==> src/rtl/prog_loader.sv <==
// Program-memory loader: parses a count byte plus two-byte instructions, writes them in order
// and then releases the core from reset. PROG_LOADER_CHECKSUM_EN adds a trailing XOR check byte.
module prog_loader #(
   parameter int unsigned DEPTH   = 16,
   parameter int unsigned ADDR_W  = 4,
   parameter int unsigned INSTR_W = 9
) (
   input  logic               clk,
   input  logic               rst,
   input  logic               start,
   input  logic [7:0]         in_data,
   input  logic               in_valid,
   output logic               in_ready,
   output logic               pm_we,
   output logic [ADDR_W-1:0]  pm_addr,
   output logic [INSTR_W-1:0] pm_data,
   output logic               cpu_rst,
   output logic               done,
   output logic               error
);

   typedef enum logic [2:0] {
      StIdle, StCount, StLo, StHi, StWrite, StChk, StRun, StError
   } state_t;

   localparam logic [7:0] MaxN = 8'(DEPTH);

   state_t              state_q, state_d;
   logic [ADDR_W-1:0]   idx_q, idx_d;
   logic [ADDR_W-1:0]   last_q, last_d;
   logic [INSTR_W-1:0]  data_q, data_d;
`ifdef PROG_LOADER_CHECKSUM_EN
   logic [7:0]          csum_q, csum_d;
`endif

   always_comb begin
      state_d = state_q;
      idx_d   = idx_q;
      last_d  = last_q;
      data_d  = data_q;
`ifdef PROG_LOADER_CHECKSUM_EN
      csum_d  = csum_q;
`endif
      // in_ready is high in every state that looks at in_valid, so in_valid implies a transfer
      case (state_q)
         StIdle, StRun, StError: begin
            if (start) begin
               state_d = StCount;
`ifdef PROG_LOADER_CHECKSUM_EN
               csum_d  = 8'h00;
`endif
            end
         end
         StCount: begin
            if (in_valid) begin
               if (in_data == 8'h00 || in_data > MaxN) begin
                  state_d = StError;
               end else begin
                  last_d  = ADDR_W'(in_data - 8'd1);
                  idx_d   = '0;
                  state_d = StLo;
               end
            end
         end
         StLo: begin
            if (in_valid) begin
               data_d[7:0] = in_data;
`ifdef PROG_LOADER_CHECKSUM_EN
               csum_d      = csum_q ^ in_data;
`endif
               state_d     = StHi;
            end
         end
         StHi: begin
            if (in_valid) begin
               if (|in_data[7:1]) begin
                  state_d = StError;
               end else begin
                  data_d[8] = in_data[0];
`ifdef PROG_LOADER_CHECKSUM_EN
                  csum_d    = csum_q ^ in_data;
`endif
                  state_d   = StWrite;
               end
            end
         end
         StWrite: begin
            if (idx_q == last_q) begin
`ifdef PROG_LOADER_CHECKSUM_EN
               state_d = StChk;
`else
               state_d = StRun;
`endif
            end else begin
               idx_d   = idx_q + 1'b1;
               state_d = StLo;
            end
         end
`ifdef PROG_LOADER_CHECKSUM_EN
         StChk: begin
            if (in_valid) begin
               state_d = (in_data == csum_q) ? StRun : StError;
            end
         end
`endif
         default: state_d = StIdle;
      endcase
   end

   always_ff @(posedge clk or posedge rst) begin
      if (rst) begin
         state_q <= StIdle;
         idx_q   <= '0;
         last_q  <= '0;
         data_q  <= '0;
`ifdef PROG_LOADER_CHECKSUM_EN
         csum_q  <= 8'h00;
`endif
      end else begin
         state_q <= state_d;
         idx_q   <= idx_d;
         last_q  <= last_d;
         data_q  <= data_d;
`ifdef PROG_LOADER_CHECKSUM_EN
         csum_q  <= csum_d;
`endif
      end
   end

   assign in_ready = (state_q == StCount) || (state_q == StLo) || (state_q == StHi) ||
                     (state_q == StChk);
   assign pm_we    = (state_q == StWrite);
   assign pm_addr  = idx_q;
   assign pm_data  = data_q;
   assign cpu_rst  = (state_q != StRun);
   assign done     = (state_q == StRun);
   assign error    = (state_q == StError);

endmodule
==> config.mk <==
export PLATFORM = sky130hd
export DESIGN_NAME = prog_loader
export DESIGN_NICKNAME = d
export VERILOG_FILES = /design/src/rtl/prog_loader.sv
export SDC_FILE = /design/constraint.sdc
export NUM_CORES = 1
export LEC_CHECK = 0
export ABC_AREA = 1
export BUFFER_PORTS_ARGS = -buffer_cell sky130_fd_sc_hd__buf_2
export CORE_MARGIN = 4
export CORE_UTILIZATION = 35
export DETAILED_ROUTE_END_ITERATION = 8
export GPL_ROUTABILITY_DRIVEN = 1
export PLACE_DENSITY = 0.64
export SLEW_MARGIN = 20
export SYNTH_ARGS = -nofsm -noshare
export SYNTH_HDL_FRONTEND = slang
export SYNTH_SLANG_ARGS = --single-unit
export TNS_END_PERCENT = 20
==> constraint.sdc <==
create_clock -name clk -period 2.4 [get_ports clk]
set_input_delay 0.36 -clock clk [delete_from_list [all_inputs] [get_ports clk]]
set_output_delay 0.36 -clock clk [all_outputs]
set_load 0.005 [all_outputs]
==> metrics.cfg <==
[power_and_ir_drop]
powerDensity_nw_per_um2=1106
p_sw_uw=677.6
p_leak_uw=0.0007978
total_power_uw=1615
p_sw_share_pct=41.97
seq_power_share_pct=36.1
comb_power_share_pct=46.3
clkPwrFrac_pct=17.6
internal_power_uw=937.0
ir_worst_vdd_uv=428.7

[setup_path]
r2r-start=state_q[2]
crit_path_end_kind=output port
path_class=register to output port
start_kind=register
critPathMaxFanout=5
required_ps=2040
r2r_setup_slack_ps=920
timing.rr.end=pm_data[5]
reg2reg_depth=5
critPathArrivalTime_ps=1240

[synthesis]
yosysMostFrequentCell=nand2_1
synthTopCellsByArea=dfrtp_1 41%, nand2_1 14%, o21ai_2 6.5%
synth_top_family_by_area=simple AND/OR/NAND/NOR gates
yosysWarnings=0
ys_types=24
synthXorXnorAreaFrac_pct=2.890
synth_fp_nets=168
synth.area.mux_share_pct=1.858
syn_area_um2=1212
yosysSeqAreaShare_pct=41.28
avgSynthCellArea_um2=7.873
synth_edf_count=0
synth_ff_type=dfrtp_1
synth_top_cell_by_area=dfrtp_1
synth-seq-cells=20
synthSimpleGateAreaFrac_pct=33.33
yosys.area.top_type_share_pct=41.28
async_flop_share_pct=100.0
synthAdderAreaFrac_pct=2.064
syn_inst=154
synth_compound_area_share_pct=9.391
synth_common_cells=44 x nand2_1, 20 x dfrtp_1, 20 x inv_1

[finish]
fillers=356
antenna_cells=0
drive_above_1_share_pct=34.95
nNetsFinal=201
finish.utilization_pct=43.76
syn2layout_area_growth_pct=20.43

[route]
dr.pass1.iters=4
via_count=1048
drc=0
drtAntennaViolNets=0
wl_per_cell_um=10.55
vias_per_cell=4.517
routed_wl_mm=2.448
drt-initial-drc-count=37

[global_route]
grt_pass1_wl_mm=4.229
grt_antenna_before_repair=0
grt_pass1_vias=970
grt_max_degree=21
grt_overflow=0
track_usage_pct=12.41

[clock_tree]
cts.clk_slew.worst_paths_ps=130
cts_buffers=3
ctsResizeCount=0
cts_sinks=20
clkLatencyLatePin_ps=320
ctsRootBufferMaster=clkbuf_4
ctsHoldBuffers=0
cts_tree=done
post_cts_buffers=0
h-tree-depth=1
clock_path_buffers=2

[timing]
worstMarginPinSlew_ps=776.0
period_needed_ps=1601
setup_tns_ps=0
rsz0062_at_grt=no
relSlewSlack_pct=48.21
finalHoldViolCount=0
fin_skew_ps=9.406
setup_viol=0
min_period_over_period_pct=66.70
drv_slew=0
fmaxAchievable_ghz=0.6247

[die]
core_area_um2=3337
fp.dieArea_um2=4470
std_cell_rows=21
die_x_um=66.86
start_util_pct=36.33
die_h_um=66.86
io_pins=30

[place]
io_buffers=29
gp_congestion=0.8129
post-dp-hpwl_mm=1.915

[outcome]
status=complete, no violations

[job]
drv_cap=0

[hold_path]
hp-class=input pin to asynchronous set/reset pin

-- power groups by stage --
stage               Clock (uW)  Sequential [uW]  Combinational, uW
floorplan                    0              579                556
global placement             0              593                753
detailed placement           0              592                758
CTS                        290              585                761
global route               300              601                870
finish                     285              583                747
-- state kept, by name, summed over array words and instances (netlist names) --
signal,count
last_q,4
pm_addr,4
pm_data,9
state_q,3
-- per-stage QoR --
stage	instances	cell area [um^2]	worst slack [ps]	hold slack, ps
floorplan	154	1212	1095	323.8
global placement	228	1408	835.1	469.6
detailed placement	228	1408	833.3	467.5
CTS	232	1460	782.0	214.0
global route	232	1460	705.3	239.2
finish	232	1460	799.1	160.7
-- per-layer routing --
layer	vias up	global-route usage (%)	part of all wire, %
met1	470	16.34	46
met3	4	2.867	5.0
met2	23	20.05	47
met4	0	3.797	1.3
li1	551	-	-
met5	-	0	0
-- placed cells by master (no fill, tap or decap) --
master      n
a21oi_1     1
buf_2      29
bufinv_16   1
clkbuf_4    3
dfrtp_1    20
ha_1        2
inv_1      20
inv_2       6
inv_4       1
mux2_2      2
nand2_1    44
nand2_2     4
nand3_1     5
nand3_2     4
nand3_4     1
nand4_1     5
nand4_2     1
nor2_1     12
nor2_2      2
nor3_1      2
nor3_2      2
o21ai_0     1
o21ai_1     5
o21ai_2     9
xnor2_1     3
xor2_1      1
-- critical path, cell delays in order (launching register included) --
cell and delay, ps:
dfrtp_1 460, inv_2 100, nor3_1 200, inv_1 50
buf_2 120
-- layout make-up --
cell class              instances  area [um^2]  share of cell area, %
clock inverters                 1        30.03                  2.057
clock buffers                   3        22.52                  1.542
inverters                      27        103.9                  7.112
well taps                      46        57.56                  3.942
repair buffers                 29        145.1                  9.940
multi-input cells             106        600.6                  41.13
flip-flops and latches         20        500.5                  34.28
-- logic make-up (layout without fill, tap and decap cells) --
logic type | after synthesis | count (layout)
AND/OR/NAND/NOR | 82 | 82
buffers and inverters | 28 | 60
flip-flops | 20 | 20
AO/OA/AOI/OAI | 16 | 16
XOR/XNOR | 4 | 4
adder cells (fa/ha/maj) | 2 | 2
multiplexers | 2 | 2
-- worst max path at each step --
stage | startpoint | to | slack [ps]
after floorplan | in_data[0] | pm_addr[0] | 1100
final | state_q[1] | cpu_rst | 800
after global routing | state_q[1] | cpu_rst | 710
after CTS | state_q[1] | cpu_rst | 780
after global placement | in_data[0] | pm_addr[2] | 840
after detailed placement | in_data[0] | pm_addr[2] | 830
Note: power is estimated with default switching activity, not from simulation.
